`src/rtl/stack_alu_core.sv`:
```
// Stack-based ALU core: a small LIFO of WIDTH-bit words plus an ALU that
// consumes the top one or two entries. MUL runs as an iterative shift-add
// over WIDTH cycles, during which the core refuses new commands.
module stack_alu_core #(
    parameter int WIDTH = 16,
    parameter int DEPTH = 8
) (
    input  logic                       CLK,
    input  logic                       reset,
    input  logic                       cmd_valid,
    output logic                       cmd_ready,
    input  logic [2:0]                 stackOP,
    input  logic [3:0]                 aluOP,
    input  logic [WIDTH-1:0]           immediate,
    output logic [WIDTH-1:0]           a,
    output logic [WIDTH-1:0]           b,
    output logic [$clog2(DEPTH+1)-1:0] depth,
    output logic                       empty,
    output logic                       full,
    output logic                       Overflow,
    output logic                       error,
    output logic                       busy
);

    localparam int DW = $clog2(DEPTH + 1);
    localparam int AW = (DEPTH > 1) ? $clog2(DEPTH) : 1;
    localparam int CW = $clog2(WIDTH);

    localparam logic [2:0] OP_PUSH  = 3'd1;
    localparam logic [2:0] OP_POP   = 3'd2;
    localparam logic [2:0] OP_BINOP = 3'd3;
    localparam logic [2:0] OP_UNOP  = 3'd4;
    localparam logic [2:0] OP_DUP   = 3'd5;
    localparam logic [2:0] OP_SWAP  = 3'd6;
    localparam logic [2:0] OP_CLEAR = 3'd7;

    localparam logic [3:0] ALU_ADD  = 4'd0;
    localparam logic [3:0] ALU_SUB  = 4'd1;
    localparam logic [3:0] ALU_AND  = 4'd2;
    localparam logic [3:0] ALU_OR   = 4'd3;
    localparam logic [3:0] ALU_XOR  = 4'd4;
    localparam logic [3:0] ALU_NOT  = 4'd5;
    localparam logic [3:0] ALU_SHL1 = 4'd6;
    localparam logic [3:0] ALU_SHR1 = 4'd7;
    localparam logic [3:0] ALU_MUL  = 4'd8;
    localparam logic [3:0] ALU_NEG  = 4'd9;

    // Stack storage; entry 0 is the bottom, entry depth-1 the top.
    logic [WIDTH-1:0]   mem [DEPTH];

    logic [DW-1:0]      depth_reg, depth_next;
    logic               error_reg, error_next;
    logic               ovf_reg, ovf_next;
    logic               busy_reg;

    // Multiplier state: accumulator, left-shifting multiplicand, right-shifting multiplier.
    logic [2*WIDTH-1:0] acc_reg, mcand_reg, acc_step;
    logic [WIDTH-1:0]   mplier_reg;
    logic [CW-1:0]      cnt_reg;
    logic               mul_start, mul_done;

    logic [AW-1:0]      top_idx, sec_idx, push_idx;
    logic [WIDTH-1:0]   a_val, b_val;
    logic               has1, has2, is_full;

    logic [WIDTH-1:0]   bin_res, un_res;
    logic               add_ovf, sub_ovf, binop_ok, unop_ok, accept, illegal;

    logic               we0, we1;
    logic [AW-1:0]      waddr0, waddr1;
    logic [WIDTH-1:0]   wdata0, wdata1;

    assign top_idx  = AW'(depth_reg - DW'(1));
    assign sec_idx  = AW'(depth_reg - DW'(2));
    assign push_idx = AW'(depth_reg);
    assign has1     = (depth_reg != '0);
    assign has2     = (depth_reg >= DW'(2));
    assign is_full  = (depth_reg == DW'(DEPTH));
    assign a_val    = has1 ? mem[top_idx] : '0;
    assign b_val    = has2 ? mem[sec_idx] : '0;

    assign a         = a_val;
    assign b         = b_val;
    assign depth     = depth_reg;
    assign empty     = !has1;
    assign full      = is_full;
    assign Overflow  = ovf_reg;
    assign error     = error_reg;
    assign busy      = busy_reg;
    assign cmd_ready = !busy_reg;

    assign accept   = cmd_valid && !busy_reg;
    assign acc_step = acc_reg + (mplier_reg[0] ? mcand_reg : '0);
    assign mul_done = busy_reg && (cnt_reg == CW'(WIDTH - 1));

    assign binop_ok = aluOP inside {ALU_ADD, ALU_SUB, ALU_AND, ALU_OR, ALU_XOR, ALU_MUL};
    assign unop_ok  = aluOP inside {ALU_NOT, ALU_SHL1, ALU_SHR1, ALU_NEG};

    // ALU datapath for single-cycle binary and unary operations (A = top, B = second).
    always_comb begin
        bin_res = a_val + b_val;
        un_res  = ~a_val;
        case (aluOP)
            ALU_SUB:  bin_res = a_val - b_val;
            ALU_AND:  bin_res = a_val & b_val;
            ALU_OR:   bin_res = a_val | b_val;
            ALU_XOR:  bin_res = a_val ^ b_val;
            default:  bin_res = a_val + b_val;
        endcase
        case (aluOP)
            ALU_SHL1: un_res = a_val << 1;
            ALU_SHR1: un_res = a_val >> 1;
            ALU_NEG:  un_res = '0 - a_val;
            default:  un_res = ~a_val;
        endcase
        add_ovf = (a_val[WIDTH-1] == b_val[WIDTH-1]) && (bin_res[WIDTH-1] != a_val[WIDTH-1]);
        sub_ovf = (a_val[WIDTH-1] != b_val[WIDTH-1]) && (bin_res[WIDTH-1] != a_val[WIDTH-1]);
    end

    // Command decode: legality, stack write ports and next depth/flags.
    always_comb begin
        depth_next = depth_reg;
        error_next = error_reg;
        ovf_next   = ovf_reg;
        we0        = 1'b0;
        we1        = 1'b0;
        waddr0     = top_idx;
        waddr1     = sec_idx;
        wdata0     = bin_res;
        wdata1     = a_val;
        mul_start  = 1'b0;
        illegal    = 1'b0;
        if (mul_done) begin
            // Product replaces the two operands, which are still in place.
            we0        = 1'b1;
            waddr0     = sec_idx;
            wdata0     = acc_step[WIDTH-1:0];
            depth_next = depth_reg - DW'(1);
            ovf_next   = |acc_step[2*WIDTH-1:WIDTH];
        end else if (accept) begin
            case (stackOP)
                OP_PUSH: begin
                    if (is_full) illegal = 1'b1;
                    else begin
                        we0        = 1'b1;
                        waddr0     = push_idx;
                        wdata0     = immediate;
                        depth_next = depth_reg + DW'(1);
                    end
                end
                OP_POP: begin
                    if (!has1) illegal = 1'b1;
                    else depth_next = depth_reg - DW'(1);
                end
                OP_BINOP: begin
                    if (!has2 || !binop_ok) illegal = 1'b1;
                    else if (aluOP == ALU_MUL) mul_start = 1'b1;
                    else begin
                        we0        = 1'b1;
                        waddr0     = sec_idx;
                        wdata0     = bin_res;
                        depth_next = depth_reg - DW'(1);
                        if (aluOP == ALU_ADD) ovf_next = add_ovf;
                        if (aluOP == ALU_SUB) ovf_next = sub_ovf;
                    end
                end
                OP_UNOP: begin
                    if (!has1 || !unop_ok) illegal = 1'b1;
                    else begin
                        we0    = 1'b1;
                        waddr0 = top_idx;
                        wdata0 = un_res;
                    end
                end
                OP_DUP: begin
                    if (!has1 || is_full) illegal = 1'b1;
                    else begin
                        we0        = 1'b1;
                        waddr0     = push_idx;
                        wdata0     = a_val;
                        depth_next = depth_reg + DW'(1);
                    end
                end
                OP_SWAP: begin
                    if (!has2) illegal = 1'b1;
                    else begin
                        we0    = 1'b1;
                        waddr0 = top_idx;
                        wdata0 = b_val;
                        we1    = 1'b1;
                        waddr1 = sec_idx;
                        wdata1 = a_val;
                    end
                end
                OP_CLEAR: begin
                    depth_next = '0;
                    error_next = 1'b0;
                    ovf_next   = 1'b0;
                end
                default: ;
            endcase
            if (illegal) error_next = 1'b1;
        end
    end

    // Control state and multiplier sequencing; reset aborts any MUL in flight.
    always_ff @(posedge CLK or posedge reset) begin
        if (reset) begin
            depth_reg  <= '0;
            error_reg  <= 1'b0;
            ovf_reg    <= 1'b0;
            busy_reg   <= 1'b0;
            cnt_reg    <= '0;
            acc_reg    <= '0;
            mcand_reg  <= '0;
            mplier_reg <= '0;
        end else begin
            depth_reg <= depth_next;
            error_reg <= error_next;
            ovf_reg   <= ovf_next;
            if (mul_start) begin
                busy_reg   <= 1'b1;
                cnt_reg    <= '0;
                acc_reg    <= '0;
                mcand_reg  <= {{WIDTH{1'b0}}, a_val};
                mplier_reg <= b_val;
            end else if (busy_reg) begin
                acc_reg    <= acc_step;
                mcand_reg  <= mcand_reg << 1;
                mplier_reg <= mplier_reg >> 1;
                cnt_reg    <= cnt_reg + CW'(1);
                if (mul_done) busy_reg <= 1'b0;
            end
        end
    end

    // Per-entry storage update from the two write ports (second port only used by SWAP).
    generate
        for (genvar gi = 0; gi < DEPTH; gi++) begin : g_entry
            always_ff @(posedge CLK) begin
                if (we0 && waddr0 == AW'(gi))
                    mem[gi] <= wdata0;
                else if (we1 && waddr1 == AW'(gi))
                    mem[gi] <= wdata1;
            end
        end
    endgenerate

endmodule

```
`config.mk`:
```
export PLATFORM = sky130hd
export DESIGN_NAME = stack_alu_core
export DESIGN_NICKNAME = d
export VERILOG_FILES = /design/src/rtl/stack_alu_core.sv
export SDC_FILE = /design/constraint.sdc
export NUM_CORES = 1
export LEC_CHECK = 0
export ABC_AREA = 1
export BUFFER_PORTS_ARGS = -buffer_cell sky130_fd_sc_hd__buf_2
export CELL_PAD_IN_SITES_DETAIL_PLACEMENT = 2
export CELL_PAD_IN_SITES_GLOBAL_PLACEMENT = 2
export CORE_MARGIN = 1.5
export CORE_UTILIZATION = 40
export CTS_BUF_LIST = sky130_fd_sc_hd__clkbuf_8
export CTS_CLUSTER_DIAMETER = 30
export CTS_CLUSTER_SIZE = 16
export DETAILED_ROUTE_END_ITERATION = 6
export MAX_ROUTING_LAYER = met4
export PLACE_DENSITY = 0.92
export SKIP_CTS_REPAIR_TIMING = 1
export SLEW_MARGIN = 10
export SYNTH_ARGS = -nofsm -noshare
export SYNTH_HDL_FRONTEND = slang
export SYNTH_SLANG_ARGS = --single-unit
```
`constraint.sdc`:
```
create_clock -name CLK -period 10.5 [get_ports CLK]
set_input_delay 1.575 -clock CLK [delete_from_list [all_inputs] [get_ports CLK]]
set_output_delay 1.575 -clock CLK [all_outputs]
set_load 0.01 [all_outputs]
```
After elaboration in Yosys (flattened, before gate mapping)
Memory sizes are Yosys's and may differ from the RTL's.
Cells that the tools add are included.
{"block": "word_totals", "regBits": 91, "ram_bits": 128, "input_bits": 26, "out_inout_bits": 42, "wordCells": 260, "memories": 1}
{"block": "op_classes", "add_sub_neg": 8, "magnitude_cmp": 1, "eq_ne": 41, "muxes": 139, "bitwise_logic": 13, "n_reduce_logical": 49}
{"name": "mem", "depth": 8, "word_bits": 16, "rd": 2, "rd_ports_with_merged_regs": 0, "write_ports": 2, "line": "49", "rtl": "logic [WIDTH-1:0] mem [DEPTH];"}
{"op": "$mux W16", "count": 24}
{"op": "$mux W32", "count": 5}
{"op": "$pmux W16 S4", "count": 2}
{"op": "$reduce_or A16 Y1", "count": 7}
{"op": "$mux W1", "count": 81}
{"op": "$pmux W16 S3", "count": 1}
{"op": "$eq A3 B3 Y1 const B", "count": 12}
{"op": "$mux W3", "count": 12}
{"op": "$mux W4", "count": 9}
{"op": "$add A32 B32 Y32", "count": 1}
{"op": "$logic_and A1 B1 Y1", "count": 20}
{"op": "$pmux W4 S5", "count": 1}
{"op": "$eq A3 B2 Y1 const B", "count": 6}
{"op": "$add A16 B16 Y16", "count": 1}
{"op": "$and A16 B16 Y16", "count": 1}
{"op": "$eq A4 B3 Y1 const B", "count": 4}
{"op": "$eq A4 B4 Y1 const B", "count": 4}
{"op": "$not A16 Y16", "count": 1}
{"op": "$or A16 B16 Y16", "count": 1}
{"op": "$sub A1 B16 Y16 const A", "count": 1}
{"op": "$sub A16 B16 Y16", "count": 1}
{"op": "$xor A16 B16 Y16", "count": 1}
{"op": "$ne A3 B3 Y1 const B", "count": 5}
{"op": "$reduce_bool A6 Y1", "count": 2}
{"op": "other kinds (26)", "count": 48}

Logic depth before layout (Yosys ltp)
{"block": "logic_depth", "ltp_word": 17, "mapped_depth": 34, "mapped_depth_nobuf": 31}

Worst setup path after synthesis
OpenSTA, ideal clock, no wires.
{"block": "synth_path", "path_type": "input to register", "start": "input port aluOP[2]", "end": "memory mem[6][4], data pin", "setup_ps": 268, "t_arrival_ps": 4397, "required_ps": 10232, "setup_slack_ps": 5835, "cell_stages": 23, "n_path_buf": 0, "cell_sequence": "nor2_1 -> inv_1 -> nor2_1 -> inv_1 -> nor2_1 -> clkinv_1 -> nand2_1 -> xor2_1 -> inv_1 -> ha_1 -> a21oi_1 -> o21ai_0 -> inv_1 -> a21oi_1 -> o21ai_0 -> nand2_1 -> o21ai_0 -> nor3_1 -> nand3_1 -> nand2_1 -> o21ai_2 -> nand2_1 -> o21ai_0"}
{"element": "from (decl)", "line": "13", "rtl": "input logic [3:0] aluOP,"}
{"element": "to (decl)", "line": "49"}

==> impl_metrics.csv <==
group,metric,value,unit
die,fp.coreArea,45300,um^2
detailed_routing,wl_per_cell,34.9,um
synthesis,synth_ff_type,"edfxtp_1",
worst_setup_path,cp.depth,26,
clock_tree,cts_max_level,3,
die,die-area,47100,um^2
synthesis,synth_nets,2744,
synthesis,syn_area,18300,um^2
worst_hold_path,hold_class,"reg -> reg",
timing,period_share,0.751,
worst_setup_path,critPathArrivalTime,8.28,ns
detailed_routing,drt_wl_total,117000,um
die,num_rows,78,
die,start_util,0.404,
synthesis,synth_area_per_cell,6.97,um^2
worst_setup_path,crit_slowest_cell,"dfrtp_4",
cells_and_area,area_delta_synth_final,12.6,%
grt,grt_pass1_vias,24900,
synthesis,synth_area_leaders,"edfxtp_1, nand2_1, dfrtp_1",
synthesis,synthCells,2627,
placement,dp_cells,3205,
timing,drv_slew,0,
timing,finalSetupViolCount,0,
clock_tree,clkLatencyLatePin,0.76,ns
die,die_h,217,um
detailed_routing,first_iter_violations,2823,
cells_and_area,largest_reg_flops,128,
cells_and_area,layout-drive-gt1-share,0.113,
grt,use_met3,0.182,
job,drv_cap,0,
synthesis,yosysTopAreaCellShare,0.210,
worst_setup_path,max_stage_delay,1.06,ns
synthesis,synth_top_area_cell,"edfxtp_1",
cells_and_area,layout_common_cells,"nand2_1, inv_1, nand3_1",
clock_tree,cts_root_buffer,"clkbuf_8",
grt,grt_pass1_wl,168000,um
cells_and_area,instances_no_fill,3346,
worst_setup_path,worst_r2r_path_depth,26,
timing,hold_violations,0,
timing,tightestPinTransition,1.16,ns
synthesis,ys_types,60,
die,boundaryPins,68,
detailed_routing,vias_per_cell,6.75,
clock_tree,clk_path_buf_depth,3,
worst_setup_path,start_kind,"flop",
worst_setup_path,path_max_fanout,90,
clock_tree,clock_sinks,219,
grt,antenna_found_initial,13,
clock_tree,cts_made_buffers,68,
timing,fmax,127,MHz
cells_and_area,n_fill_cell,5324,
clock_tree,tritoncts,"done",
cells_and_area,layout_commonest_cell,"nand2_1",
synthesis,seq_area_frac_synth,0.334,
synthesis,synth_warnings,0,
detailed_routing,vias,22600,
worst_setup_path,path_delay_family,"simple AND/OR/NAND/NOR gates",
timing,setup-tns-final,0,ns
worst_hold_path,min_delay_path_depth,2,
placement,hpwl,66100,um
synthesis,synth_edf_count,128,
outcome,status,"completed",
placement,post_dp_cell_area,19000,um^2
detailed_routing,drc,0,
grt,gr-total-overflow,0,
placement,routabilityCongestion,0.965,
timing,relSlewSlack,0.209,
cells_and_area,fin_area,20600,um^2
worst_setup_path,worst_setup_path_end_kind,"flop",
grt,busiest_layer,"met2",
grt,track_usage,0.505,
cells_and_area,num-nets-final,2792,
cells_and_area,regArea,6130,um^2
worst_setup_path,critPathRequiredTime,10.89,ns
timing,rsz0062_at_grt,"no",
cells_and_area,multi_input_area,10300,um^2
synthesis,postSynth.asyncResetShare,0.416,
timing,final.setup_skew,0.101,ns
worst_setup_path,critical_path_class,"reg -> reg",
detailed_routing,final_antenna_net_count,0,
placement,io_buffers,67,
grt,use_met2,0.756,
detailed_routing,firstDrtPassIters,6,
grt,grt_use_met1,0.532,
timing,fin_crit,7.89,ns
grt,grt_max_degree,95,
die,die_x,217,um
clock_tree,cts.clk_slew.worst_paths,0.07,ns
worst_setup_path,path_buf_inv,5,
synthesis,ys_ff_latch,219,
==> cell families (layout without fill, tap and decap cells) <==
family                     count (synthesis)  after routing  synth area share
AOI/OAI and AO/OA                        457            457             0.158
xor gates and xnor gates                  48             48            0.0242
adders and majority gates                 91             91            0.0630
buffers and inverters                    465            566             0.109
DFF                                      219            219             0.334
other                                      0             18                 0
and+or+nand+nor                         1347           1347             0.312
==> tightest hold or removal path: stages, from the launching register on <==
cell and delay, ns:
dfrtp_1 0.34, nand2_1 0.05, o21ai_0 0.06
==> final cells by class <==
cell class,count,area share
antenna,18,0.00219
clock buffer,76,0.0507
timing repair buffer,106,0.0305
clock inverter,47,0.0242
inverter,337,0.0615
sequential,219,0.297
tap,600,0.0364
multi-input combinational,1943,0.497
==> metal layers <==
metal,part of all wire,wire length [um]
met5,0,0
met4,0.096,11200
met2,0.44,51500
met1,0.34,40100
met3,0.12,13900
==> synthesized netlist by cell type, types with 4 or more instances <==
| library cell | number |
|---|---|
| inv_1 | 318 |
| a22o_1 | 17 |
| ha_1 | 89 |
| a221oi_1 | 18 |
| a21oi_1 | 85 |
| nor2_2 | 13 |
| nand2_1 | 907 |
| clkbuf_1 | 49 |
| a22oi_1 | 4 |
| o22ai_1 | 15 |
| buf_6 | 20 |
| o21bai_1 | 9 |
| nand3_1 | 229 |
| buf_4 | 7 |
| nor3_1 | 9 |
| edfxtp_1 | 128 |
| nand3_2 | 16 |
| dfrtp_1 | 91 |
| buf_2 | 48 |
| o211ai_1 | 70 |
| clkinv_1 | 8 |
| o2111ai_1 | 12 |
| xor2_1 | 38 |
| a31oi_1 | 4 |
| o21ai_0 | 138 |
| nor2_1 | 118 |
| xnor2_1 | 7 |
| nand4_1 | 16 |
| nand2_2 | 20 |
| o221ai_1 | 22 |
| o21ai_1 | 34 |
| nor4_1 | 5 |
| a21boi_0 | 4 |
| o21ai_2 | 4 |
| inv_2 | 11 |
==> through the flow <==
step / worst slack [ns] / util / hold WS (ns)
CTS: 3.33 / 0.454 / 0.499
detailed placement: 3.64 / 0.420 / 0.491
floorplan: 5.84 / - / 0.453
global placement: 4.22 / 0.420 / 0.472
finish: 2.61 / 0.455 / 0.493
global route: 2.58 / 0.455 / 0.539
==> path summary, 6_finish.rpt <==
path	startpoint	endpoint	slack, ns
max in group asynchronous	reset	busy$_DFF_PP0_	8.20
min in group asynchronous	reset	mcand_reg[10]$_DFFE_PP0P_	0.89
max	depth[0]$_DFFE_PP0P_	mem[4][15]$_DFFE_PP_	2.61
max reg2reg	depth[0]$_DFFE_PP0P_	mem[4][15]$_DFFE_PP_	2.61
min	acc_reg[26]$_DFFE_PP0P_	acc_reg[26]$_DFFE_PP0P_	0.49
min reg2reg	acc_reg[26]$_DFFE_PP0P_	acc_reg[26]$_DFFE_PP0P_	0.49
Power is not shown: default switching activity piles up to over one toggle a cycle in this logic, so the estimate is an artifact.
